File: config.mk
export PLATFORM = sky130hd
export DESIGN_NAME = bitstream_bit_server
export DESIGN_NICKNAME = d
export VERILOG_FILES = /design/src/rtl/bitstream_bit_server.sv
export SDC_FILE = /design/constraint.sdc
export NUM_CORES = 1
export LEC_CHECK = 0
export CAP_MARGIN = 20
export CORE_MARGIN = 1
export CORE_UTILIZATION = 60
export CTS_BUF_LIST = sky130_fd_sc_hd__clkbuf_2 sky130_fd_sc_hd__clkbuf_4 sky130_fd_sc_hd__clkbuf_8
export DETAILED_ROUTE_END_ITERATION = 7
export HOLD_SLACK_MARGIN = 0.15
export PLACE_DENSITY = 0.83
export RECOVER_POWER = 50
export SYNTH_ARGS = -nofsm -noshare
export SYNTH_HDL_FRONTEND = slang
export SYNTH_SLANG_ARGS = --single-unit
File: constraint.sdc
create_clock -name clock -period 14.7 [get_ports clock]
set_input_delay 3.675 -clock clock [delete_from_list [all_inputs] [get_ports clock]]
set_output_delay 3.675 -clock clock [all_outputs]
set_load 0.05 [all_outputs]
File: src/rtl/bitstream_bit_server.sv
// Bitstream bit server: buffers 32-bit big-endian stream words in a 64-bit
// left-aligned shift buffer and serves them as single bits, fixed-length
// fields (up to MAX_FIELD bits) and byte-alignment skips.
module bitstream_bit_server #(
   parameter int MAX_FIELD = 16
) (
   input  logic                 clock,
   input  logic                 reset,
   input  logic [31:0]          Word_Data_I,
   input  logic                 Word_Valid_I,
   output logic                 Word_Ready_O,
   output logic                 Bit_O,
   output logic                 Bit_Valid_O,
   input  logic                 Shift_En_I,
   input  logic                 Field_Req_I,
   input  logic [4:0]           Field_Len_I,
   output logic [MAX_FIELD-1:0] Field_O,
   output logic                 Field_Valid_O,
   input  logic                 Align_Req_I,
   output logic                 Align_Done_O,
   output logic [31:0]          Bits_Consumed_O
);

   // Buffer state: valid bits sit at the top, everything below fill is zero.
   logic [63:0]          r_buffer;
   logic [6:0]           r_fill;
   logic [31:0]          r_consumed;
   logic [MAX_FIELD-1:0] r_field;
   logic                 r_field_valid;
   logic                 r_align_done;

   logic [4:0]           w_len;
   logic [2:0]           w_align_n;
   logic [5:0]           w_field_shamt;
   logic [MAX_FIELD-1:0] w_field_val;
   logic                 w_word_ready;
   logic                 w_accept;
   logic                 w_field_go;
   logic                 w_align_go;
   logic [4:0]           w_consume;
   logic [6:0]           w_fill_after;
   logic [63:0]          w_shifted;
   logic [63:0]          w_placed;
   logic [63:0]          w_buffer_next;
   logic [6:0]           w_fill_next;

   // Field length clamp, alignment distance and right-aligned field value.
   assign w_len         = (Field_Len_I > 5'(MAX_FIELD)) ? 5'(MAX_FIELD) : Field_Len_I;
   assign w_align_n     = 3'd0 - r_consumed[2:0];
   assign w_field_shamt = 6'(MAX_FIELD) - {1'b0, w_len};
   // A zero-length field shifts the whole window out, yielding 0.
   assign w_field_val   = r_buffer[63 -: MAX_FIELD] >> w_field_shamt;

   // Space for a whole word exists only when at most 32 bits are held.
   assign w_word_ready  = (r_fill <= 7'd32);
   assign w_accept      = Word_Valid_I & w_word_ready;

   // Pick one consumer per cycle (align > field > shift) and its bit count.
   always_comb begin
      // NOTE: every combinational output gets a default first so no path
      // leaves it unassigned, which would otherwise infer a latch.
      w_align_go = 1'b0;
      w_field_go = 1'b0;
      w_consume  = 5'd0;
      if (Align_Req_I) begin
         if (r_fill >= {4'd0, w_align_n}) begin
            w_align_go = 1'b1;
            w_consume  = {2'd0, w_align_n};
         end
      end else if (Field_Req_I) begin
         if (r_fill >= {2'd0, w_len}) begin
            w_field_go = 1'b1;
            w_consume  = w_len;
         end
      end else if (Shift_En_I) begin
         if (r_fill != 7'd0) begin
            w_consume = 5'd1;
         end
      end
   end

   // Drop consumed bits, then append an accepted word just below the survivors.
   assign w_fill_after  = r_fill - {2'd0, w_consume};
   assign w_shifted     = r_buffer << w_consume;
   assign w_placed      = {Word_Data_I, 32'd0} >> w_fill_after;
   assign w_buffer_next = w_accept ? (w_shifted | w_placed) : w_shifted;
   assign w_fill_next   = w_accept ? (w_fill_after + 7'd32) : w_fill_after;

   // State register: buffer, fill, consumed count and the result pulses.
   always_ff @(posedge clock) begin
      // NOTE: sequential state uses non-blocking assignments so every register
      // samples this cycle's values regardless of statement order.
      if (reset) begin
         r_buffer      <= '0;
         r_fill        <= '0;
         r_consumed    <= '0;
         r_field       <= '0;
         r_field_valid <= 1'b0;
         r_align_done  <= 1'b0;
      end else begin
         r_buffer      <= w_buffer_next;
         r_fill        <= w_fill_next;
         r_consumed    <= r_consumed + {27'd0, w_consume};
         r_field_valid <= w_field_go;
         r_align_done  <= w_align_go;
         if (w_field_go) begin
            r_field <= w_field_val;
         end
      end
   end

   // Status outputs follow registered fill and are held low during reset.
   assign Word_Ready_O    = ~reset & w_word_ready;
   assign Bit_Valid_O     = ~reset & (r_fill != 7'd0);
   assign Bit_O           = ~reset & (r_fill != 7'd0) & r_buffer[63];
   assign Field_O         = r_field;
   assign Field_Valid_O   = r_field_valid;
   assign Align_Done_O    = r_align_done;
   assign Bits_Consumed_O = r_consumed;

endmodule

Word-level counts from Yosys, hierarchy flattened
Cells that the tools add are included.

storage, ports and cells
  flip-flop bits (word level) = 121
  bits of input ports = 43
  output and inout bits = 53
  logic and storage cells = 40

operators by class
  add/subtract/negate cells = 5
  $lt $le $gt $ge = 4
  shift operators = 3
  multiplexer cells = 13
  bitwise operators = 7
  reductions and logical operators = 2

operators by type and width
  operator                                                        number
  two-way mux 64 bit                                              1
  bitwise OR 64 bit                                               1
  left shift 64 x 5 -> 64 bit                                     1
  >> shifter 64 x 7 -> 64 bit                                     1
  adder 32 x 5 -> 32 bit                                          1
  two-way mux 5 bit                                               4
  >> shifter 16 x 6 -> 16 bit                                     1
  adder 7 x 6 -> 7 bit, second input constant                     1
  >= comparator 7 x 3 -> 1 bit                                    1
  >= comparator 7 x 5 -> 1 bit                                    1
  less-or-equal comparator 7 x 6 -> 1 bit, second input constant  1
  two-way mux 7 bit                                               1
  nonzero test 7 bit                                              1
  subtractor 7 x 5 -> 7 bit                                       1
  two-way mux 1 bit                                               6
  subtractor 5 x 5 -> 6 bit, first input constant                 1
  greater-than comparator 5 bit, second input constant            1
  AND 1 bit                                                       4
  two-way mux 3 bit                                               1
  subtractor 1 x 3 -> 3 bit, first input constant                 1
  inverter 1 bit                                                  2
  OR reduction 2 bit                                              1

Longest topological paths before layout
Gate-level depths: netlist of the first run.

  depth after elaboration = 10
  depth in mapped cells = 24
  depth with buffers taken out = 21

Worst setup path before layout of the first run
Ideal clock, no wire load.

  kind = input to output
  start point = input port reset
  end point = output port Bit_O
  data arrival time = 5.080 ns
  required time = 11.025 ns
  setup slack = 5.945 ns
  cell stages on the path = 3
  path buffers = 1
  path through = clkbuf_1 > nor2_1 > and2_1

on the way
  word-level cells in the longest chain between the ends = 3

ends and longest elaborated chain
  what             RTL line  RTL
  start, declared  8         input logic reset,
  inverter 1 bit   --
  AND 1 bit        --
  via Bit_Valid_O  13        output logic Bit_Valid_O,
  AND 1 bit        115       assign Bit_O = ~reset & (r_fill != 7'd0) & r_buffer[63];
  end, declared    12        output logic Bit_O,

The timed path passes the listed nets, and every way through them passes these cells.

Worst setup path after layout of the first run
  start point = input port Field_Len_I[4]
  end point = register r_buffer[2]

on the way
  word-level cells in the longest chain between the ends = 10
  elaborated cells on any way between the ends = 11
  classes of those cells = 1 x add/sub; 2 x order compare; 2 x shift; 5 x mux; 1 x bitwise

ends and longest elaborated chain
  what                           RTL line  RTL
  start, declared                16        input logic [4:0] Field_Len_I,
  greater-than comparator 5 bit  48        assign w_len = (Field_Len_I > 5'(MAX_FIELD)) ? 5'(MAX_FIELD) : Field_Len_I;
  two-way mux 5 bit *            48
  >= comparator 7 x 5 -> 1 bit   71        if (r_fill >= {2'd0, w_len}) begin
  two-way mux 5 bit *            71
  two-way mux 5 bit *            70        end else if (Field_Req_I) begin
  two-way mux 5 bit *            65        if (Align_Req_I) begin
  subtractor 7 x 5 -> 7 bit      83        assign w_fill_after = r_fill - {2'd0, w_consume};
  >> shifter 64 x 7 -> 64 bit    85        assign w_placed = {Word_Data_I, 32'd0} >> w_fill_after;
  bitwise OR 64 bit              86        assign w_buffer_next = w_accept ? (w_shifted | w_placed) : w_shifted;
  two-way mux 64 bit *           86
  end signal, assigned           101       r_buffer <= w_buffer_next;
  end, declared                  25        logic [63:0] r_buffer;

Mark *: on every way between the ends. The rest lies on a longest branch, timed or not.
A chain may end at the register's enable or synchronous reset.

==> metrics.csv, run 1 <==
stage,metric,value,unit
run_status,status,"complete, but fails checks",
run_status,violations_in_the_final_reports,"max-capacitance violations, max-slew violations",
sta,clock_skew,0.0166,ns
critical_path,timing.critical_path.from_type,input pin,
detailed_routing,firstDrtPassIters,7,
die,io-pin-count,96,
worst_hold_path,holdCritPathClass,flop to flop,
synthesis,fraction_of_post_synthesis_cell_area_in_the_top_cell_type_by_area,22.5,%
clock_tree,clock_tree_from_tritoncts,yes,
placement,placed_cell_area,11700,um2
grt,via_count_of_the_first_global_routing_pass,10100,
critical_path,critical-path-slowest-cell,sky130_fd_sc_hd__a21oi_1,
detailed_routing,route.met3.wl,3.53,mm
placement,place_hpwl,26.3,mm
critical_path,path_delay_family,compound AO/OA/AOI/OAI gates,
synthesis,multiplexer_area_fraction_after_synthesis,29.9,%
sta,rsz0062_at_grt,no,
detailed_routing,num_vias,10900,
grt,globalRouteTotalUtil,38.6,%
grt,global_route.overflow_total,0,
die,fp-row-count,48,
synthesis,synthesis.instances,1302,
critical_path,endpoint_kind,flop,
synthesis,largest_family_of_logic_cells_by_synthesized_area,multiplexers,
synthesis,sequential_fraction_of_the_synthesis_area,22.5,%
layout,area_growth_syn_to_layout,12.9,%
placement,gp_congestion,1.09,
synthesis,dominantRegCellSynth,sky130_fd_sc_hd__dfxtp_1,
clock_tree,worst_setup_hold_path_clk_slew,0.08,ns
sta,timing.max_slew.rel_slack,-116,%
grt,grt_start_max_net_pins,72,
layout,fin_util,69.7,%
synthesis,synthTopCellsByArea,"sky130_fd_sc_hd__dfxtp_1 23%, sky130_fd_sc_hd__mux2i_1 16%, sky130_fd_sc_hd__mux4_2 10%, sky130_fd_sc_hd__nand2_1 6.4%, sky130_fd_sc_hd__nor2_1 4.5%",
detailed_routing,routed-wl-met2,16.1,mm
clock_tree,h-tree-depth,4,
sta,min_period,12.04,ns
grt,grt_pass1_wl,54.5,mm
synthesis,async_reset_ff_share,0,%
critical_path,critical_path.n_buffers_inverters,2,
synthesis,synth.yosys.warnings,0,
synthesis,synth_edf_count,0,
critical_path,regToRegStartpoint,r_fill[4],
sta,maxSlewViolCount,96,
detailed_routing,via_per_inst,6.89,
synthesis,synth_simple_gate_area_share,17.3,%
clock_tree,cts.sinks,121,
synthesis,post_synth.cell_area_avg,8.26,um2
layout,final_net_count,1404,
sta,fmaxAchievable,83.0,MHz
critical_path,crit_chain,dlygate4sd3_1 > nor2b_1 > ha_1 > nor2b_1 > o21ai_0 > a21oi_1 > o221a_1 > inv_1 > ha_2 > mux2_2 > nor2_1 > a21oi_1 > nand2_1 > o21ai_0 > o21ai_0 > o21ai_0 > a222oi_1 > nor2_1,
placement,io_buffer_count,95,
clock_tree,buffer_count_from_post_cts_setup_fixing,0,
detailed_routing,routed_wl,35.3,mm
synthesis,ys_types,68,
sta,final.period_utilization,81.9,%
layout,final_cell_area,12100,um2
synthesis,synth_net_count,1368,
sta,final_hold_viol_count,0,
layout,final_layout_size_suffix_gt1_share,11.4,%
sta,worstMarginPinSlew,3.25,ns
clock_tree,cts.path.max_buffers,2,
die,placeableCoreArea,17400,um2
job,max-cap-violations,2,
synthesis,synth_top_cell_by_area,sky130_fd_sc_hd__dfxtp_1,
critical_path,setup.worst_path.start,Field_Len_I[4],
detailed_routing,wl_met1,13.8,mm
detailed_routing,dr.max_layer_used,met4,
die,floorplan.die.width,136,um
layout,filler_cell_count,1445,
detailed_routing,routed_wire_length_per_instance,22.4,um
synthesis,yosys.area_share.adder,2.82,%
clock_tree,cts_hold_buffers,0,
synthesis,cell_with_the_most_instances_after_synthesis,sky130_fd_sc_hd__nand2_1,
detailed_routing,first_iter_violations,1495,
grt,grt_antenna_before_repair,1,
detailed_routing,drc,0,
critical_path,worstPathArrival,12.37,ns
clock_tree,worst_skew_pair.late_latency,0.47,ns
sta,finalSetupViolCount,0,
critical_path,required,15.03,ns
synthesis,synth_xor_area_share,2.61,%
die,die_height,136,um
critical_path,crit_type,input pin to flop,
critical_path,crit_path_max_fanout,37,
clock_tree,cts_root_buffer,sky130_fd_sc_hd__clkbuf_8,
clock_tree,cts_inserted_buffers,17,
critical_path,worst-r2r-setup-slack,6.82,ns
clock_tree,cts_repair_resize_count,0,
synthesis,mappedNetlistArea,10700,um2
detailed_routing,final_antenna_net_count,0,
die,floorplan.initialDensity,61.7,%
critical_path,worst_path_largest_cell_delay,1.61,ns
synthesis,synth_top_cells_by_count,"182 x sky130_fd_sc_hd__nand2_1, 172 x sky130_fd_sc_hd__mux2i_1, 128 x sky130_fd_sc_hd__nor2_1",
die,die_area,18500,um2
sta,tns,0,ns
critical_path,critPathMostFrequentCell,sky130_fd_sc_hd__o21ai_0,
synthesis,yosys_register_bits,121,
worst_hold_path,timing.hold.worst.start,Field_O[8],
synthesis,synth-compound-area-share,20.0,%
[logic make-up after synthesis]
family                     after synthesis
and+or+nand+nor                        427
DFF                                    121
buffers and inverters                  120
xor gates and xnor gates                32
AOI/OAI and AO/OA                      323
muxes                                  256
adders and majority gates               23
[cells in the final DEF (no fill, tap or decap), types with 20 or more instances in the layout]
cell	count
sky130_fd_sc_hd__ha_1	20
sky130_fd_sc_hd__a22oi_1	35
sky130_fd_sc_hd__o21ai_0	59
sky130_fd_sc_hd__clkdlybuf4s50_1	42
sky130_fd_sc_hd__xor2_1	22
sky130_fd_sc_hd__a31oi_1	30
sky130_fd_sc_hd__mux2i_1	172
sky130_fd_sc_hd__nor3_1	22
sky130_fd_sc_hd__mux4_2	49
sky130_fd_sc_hd__dlygate4sd3_1	52
sky130_fd_sc_hd__nand3_1	24
sky130_fd_sc_hd__mux2_2	35
sky130_fd_sc_hd__nor2_1	127
sky130_fd_sc_hd__nand2_1	182
sky130_fd_sc_hd__dfxtp_1	121
sky130_fd_sc_hd__a21oi_1	94
[worst register-to-register path: stages (launching register included)]
cell and delay, ns:
sky130_fd_sc_hd__dfxtp_1 0.42, sky130_fd_sc_hd__ha_1 0.31, sky130_fd_sc_hd__a2111oi_4 0.41, sky130_fd_sc_hd__nor2_1 0.09, sky130_fd_sc_hd__a21oi_1 1.59, sky130_fd_sc_hd__o221a_1 1.36, sky130_fd_sc_hd__inv_1 0.18, sky130_fd_sc_hd__ha_2 1.08
sky130_fd_sc_hd__mux2_2 0.45, sky130_fd_sc_hd__nor2_1 0.09, sky130_fd_sc_hd__a21oi_1 0.07, sky130_fd_sc_hd__nand2_1 0.11, sky130_fd_sc_hd__o21ai_0 0.26, sky130_fd_sc_hd__o21ai_0 0.68, sky130_fd_sc_hd__o21ai_0 0.23, sky130_fd_sc_hd__a222oi_1 0.36
sky130_fd_sc_hd__nor2_1 0.06
[flip-flops by register name (all words and copies together) (netlist names)]
signal	count
r_buffer	64
r_fill	7
Field_O	16
Align_Done_O	1
Bits_Consumed_O	32
Field_Valid_O	1
[area by class of cell]
class | count | area (um2) | share of cell area, %
Antenna cell | 1 | 2.50 | 0.0206
Clock buffer | 19 | 262 | 2.15
Clock inverter | 13 | 169 | 1.39
Inverter | 24 | 90.1 | 0.742
Multi-Input combinational cell | 1061 | 7820 | 64.4
Sequential cell | 121 | 2420 | 20.0
Tap cell | 225 | 282 | 2.32
Timing Repair Buffer | 113 | 1090 | 9.00
[per-layer routing]
metal	vias to the layer above	global-route usage (%)
met5	-	0
met4	0	20.3
met3	143	8.58
met2	702	61.8
met1	5096	48.5
li1	4930	-
[stage by stage]
stage | std cells | hold slack (ns) | setup slack, ns
after floorplan | 1302 | 0.639 | 5.94
after global placement | 1543 | 0.470 | 4.22
after detailed placement | 1543 | 0.481 | 4.08
after CTS | 1575 | 0.499 | 4.53
after global routing | 1576 | 0.522 | 2.15
final | 1577 | 0.492 | 2.66
[final timing paths]
check                      to  cells after the start
hold reg to reg    Field_O[8]                      2
hold / removal     Field_O[8]                      2
setup / recovery  r_buffer[2]                     18
setup reg to reg  r_buffer[2]                     16
Power of run 1 is not shown: default switching activity piles up to over one toggle a cycle in this logic, so the estimate is an artifact.
==> run 2, diff against run 1 <==
==> constraint.sdc (replaced) <==
create_clock -name clock -period 12.6 [get_ports clock]
set_input_delay 3.15 -clock clock [delete_from_list [all_inputs] [get_ports clock]]
set_output_delay 3.15 -clock clock [all_outputs]
set_load 0.05 [all_outputs]
==> run 2 against run 1 <==
  * The run ends with design-rule violations, max-capacitance violations, max-slew violations left
  * Via count barely moved
  * Worst setup slack got worse by 0.93 ns
  * Count of clock-buffer cells in the layout is 2 higher
  * First-iteration DRC count fell by 12%
  * Sequential cell count did not move
  * Largest cell class unchanged
  * Global-route usage increased by 0.68 points
  * Critical path depth shrank 2
  * Core utilization increased by 0.22 points
  * Clock skew increased by 0.0043 ns
  * Die area unchanged
==> metrics.csv, run 2 (synthesis gave the netlist of run 1 again) <==
stage,metric,value,unit,change
clock_tree,buffer_count_from_post_cts_setup_fixing,0,,unchanged
sta,final_worst_slack,1.73,ns,was 2.66 ns
layout,layout_commonest_cell,sky130_fd_sc_hd__nand2_1,,unchanged
sta,min_period,10.87,ns,
detailed_routing,first_iter_violations,1323,,was 1495
detailed_routing,routed_wl,35.6,mm,was 35.3 mm
die,floorplan.die.width,136,um,unchanged
grt,via_count_of_the_first_global_routing_pass,10300,,was 10100
placement,io_buffer_count,95,,unchanged
clock_tree,worst_setup_hold_path_clk_slew,0.07,ns,was 0.08 ns
critical_path,crit_chain,dlygate4sd3_1 > nor2b_1 > ha_1 > nor2b_1 > o21ai_0 > a21oi_4 > o221a_1 > inv_2 > ha_1 > mux2_2 > mux2i_1 > nor2_1 > o21ai_0 > o21ai_0 > nand2_1 > a31oi_1,,was dlygate4sd3_1 > nor2b_1 > ha_1 > nor2b_1 > o21ai_0 > a21oi_1 > o221a_1 > inv_1 > ha_2 > mux2_2 > nor2_1 > a21oi_1 > nand2_1 > o21ai_0 > o21ai_0 > o21ai_0 > a222oi_1 > nor2_1
critical_path,crit_path_max_fanout,37,,unchanged
critical_path,rr_worst_depth,14,,was 16
sta,final_hold_viol_count,0,,unchanged
critical_path,critical-path-slowest-cell,sky130_fd_sc_hd__ha_1,,was sky130_fd_sc_hd__a21oi_1
run_status,violations_in_the_final_reports,"design-rule violations, max-capacitance violations, max-slew violations",,"was max-capacitance violations, max-slew violations"
die,io-pin-count,96,,unchanged
detailed_routing,via_per_inst,6.90,,was 6.89
grt,globalRouteTotalUtil,39.3,%,was 38.6%
die,die_height,136,um,unchanged
critical_path,timing.critical_path.from_type,input pin,,unchanged
sta,finalSetupViolCount,0,,unchanged
sta,tns,0,ns,unchanged
run_status,status,"complete, but fails checks",,unchanged
detailed_routing,routed_wire_length_per_instance,22.6,um,was 22.4 um
clock_tree,cts_repair_resize_count,0,,unchanged
die,floorplan.initialDensity,61.7,%,unchanged
detailed_routing,firstDrtPassIters,8,,was 7
clock_tree,cts_hold_buffers,0,,unchanged
placement,place_hpwl,26.4,mm,was 26.3 mm
detailed_routing,num_vias,10900,,about the same
layout,antennaDiodeCount,0,,was 1
critical_path,endpoint_kind,flop,,unchanged
layout,final_net_count,1403,,was 1404
clock_tree,h-tree-depth,4,,unchanged
placement,placed_cell_area,11700,um2,about the same
layout,max_flop_register,r_buffer,,unchanged
clock_tree,cts_root_buffer,sky130_fd_sc_hd__clkbuf_8,,unchanged
grt,grt_pass1_wl,55.6,mm,was 54.5 mm
layout,final_cell_mix,"182 x sky130_fd_sc_hd__nand2_1, 172 x sky130_fd_sc_hd__mux2i_1, 127 x sky130_fd_sc_hd__nor2_1, 121 x sky130_fd_sc_hd__dfxtp_1, 93 x sky130_fd_sc_hd__a21oi_1",,"was 182 x sky130_fd_sc_hd__nand2_1, 172 x sky130_fd_sc_hd__mux2i_1, 127 x sky130_fd_sc_hd__nor2_1, 121 x sky130_fd_sc_hd__dfxtp_1, 94 x sky130_fd_sc_hd__a21oi_1"
critical_path,critPathMostFrequentCell,sky130_fd_sc_hd__o21ai_0,,unchanged
worst_hold_path,min_path_cells,2,,unchanged
layout,final_cell_area,12200,um2,was 12100 um2
grt,grt_start_max_net_pins,91,,was 72
grt,global_route.overflow_total,0,,unchanged
placement,preCtsSetupSlack,2.31,ns,was 4.08 ns
detailed_routing,final_antenna_net_count,0,,unchanged
layout,final_layout_size_suffix_gt1_share,11.4,%,about the same
placement,gp_congestion,1.04,,was 1.09
clock_tree,cts.sinks,121,,unchanged
die,die_area,18500,um2,unchanged
clock_tree,cts.path.max_buffers,2,,unchanged
clock_tree,cts_inserted_buffers,17,,unchanged
sta,fmaxAchievable,92.0,MHz,
sta,maxSlewViolCount,69,,was 96
clock_tree,clock_tree_from_tritoncts,yes,,unchanged
sta,timing.max_slew.rel_slack,-18.9,%,was -116%
sta,worstMarginPinSlew,1.78,ns,was 3.25 ns
grt,grt_antenna_before_repair,0,,was 1
worst_hold_path,holdCritPathClass,flop to flop,,unchanged
sta,rsz0062_at_grt,no,,unchanged
sta,final.period_utilization,86.3,%,
layout,largest_register_ffs,64,,unchanged
die,fp-row-count,48,,unchanged
critical_path,crit_type,input pin to flop,,unchanged
clock_tree,worst_skew_pair.late_latency,0.46,ns,was 0.47 ns
sta,clock_skew,0.0209,ns,was 0.0166 ns
critical_path,required,12.97,ns,was 15.03 ns
critical_path,worstPathArrival,11.24,ns,was 12.37 ns
job,max-cap-violations,3,,was 2
layout,area_growth_syn_to_layout,13.3,%,was 12.9%
die,placeableCoreArea,17400,um2,unchanged
critical_path,worst_path_largest_cell_delay,1.54,ns,was 1.61 ns
detailed_routing,drc,7,,was 0
==> run 2: changes by cell type in the layout (fill, tap and decap cells not counted), moves of 2 or more <==
cell | before | now
sky130_fd_sc_hd__clkinv_4 | 4 | 0
sky130_fd_sc_hd__clkdlybuf4s50_1 | 42 | 39
sky130_fd_sc_hd__dlygate4sd3_1 | 52 | 55
sky130_fd_sc_hd__bufinv_16 | 3 | 5
sky130_fd_sc_hd__clkbuf_4 | 0 | 2
==> run 2: per-layer routing <==
metal	global-route usage, %	vias to the layer above	share of wire (%)
li1	-	4913	-
met1	48.3	5011	38
met2	61.7	753	45
met3	9.25	195	10
met4	25.4	0	6.4
met5	0	-	0
==> run 2: worst max-delay path, delay by kind of cell <==
| kind | cells | cell delay (ns) |
|---|---|---|
| compound gates | 6 | 3.25 |
| mux | 2 | 0.51 |
| fa+ha+maj | 2 | 1.93 |
| simple gates | 4 | 1.73 |
| buf+inv | 2 | 0.67 |
==> run 2: through the flow <==
step	cells	hold slack, ns	utilization [%]
floorplan	1302	0.639	-
global placement	1541	0.472	67.2
detailed placement	1541	0.484	67.2
CTS	1573	0.502	69.9
global route	1575	0.523	69.9
finish	1575	0.495	69.9
==> run 2: path summary, 6_finish.rpt <==
kind / slack, ns / startpoint / to
max: 1.73 / Field_Len_I[4] / r_buffer[36]
min: 0.49 / Bits_Consumed_O[26] / Bits_Consumed_O[26]
max reg2reg: 5.38 / r_fill[4] / r_buffer[36]
min reg2reg: 0.49 / Bits_Consumed_O[26] / Bits_Consumed_O[26]
==> run 2: layout make-up <==
cell class | instances | area [um2]
Sequential cell | 121 | 2420
Multi-Input combinational cell | 1061 | 7820
Clock inverter | 11 | 191
Clock buffer | 21 | 283
Timing Repair Buffer | 112 | 1090
Inverter | 24 | 90.1
Tap cell | 225 | 282
Fill cell | 1445 | 5240
Power of run 2 is left out for the same reason.
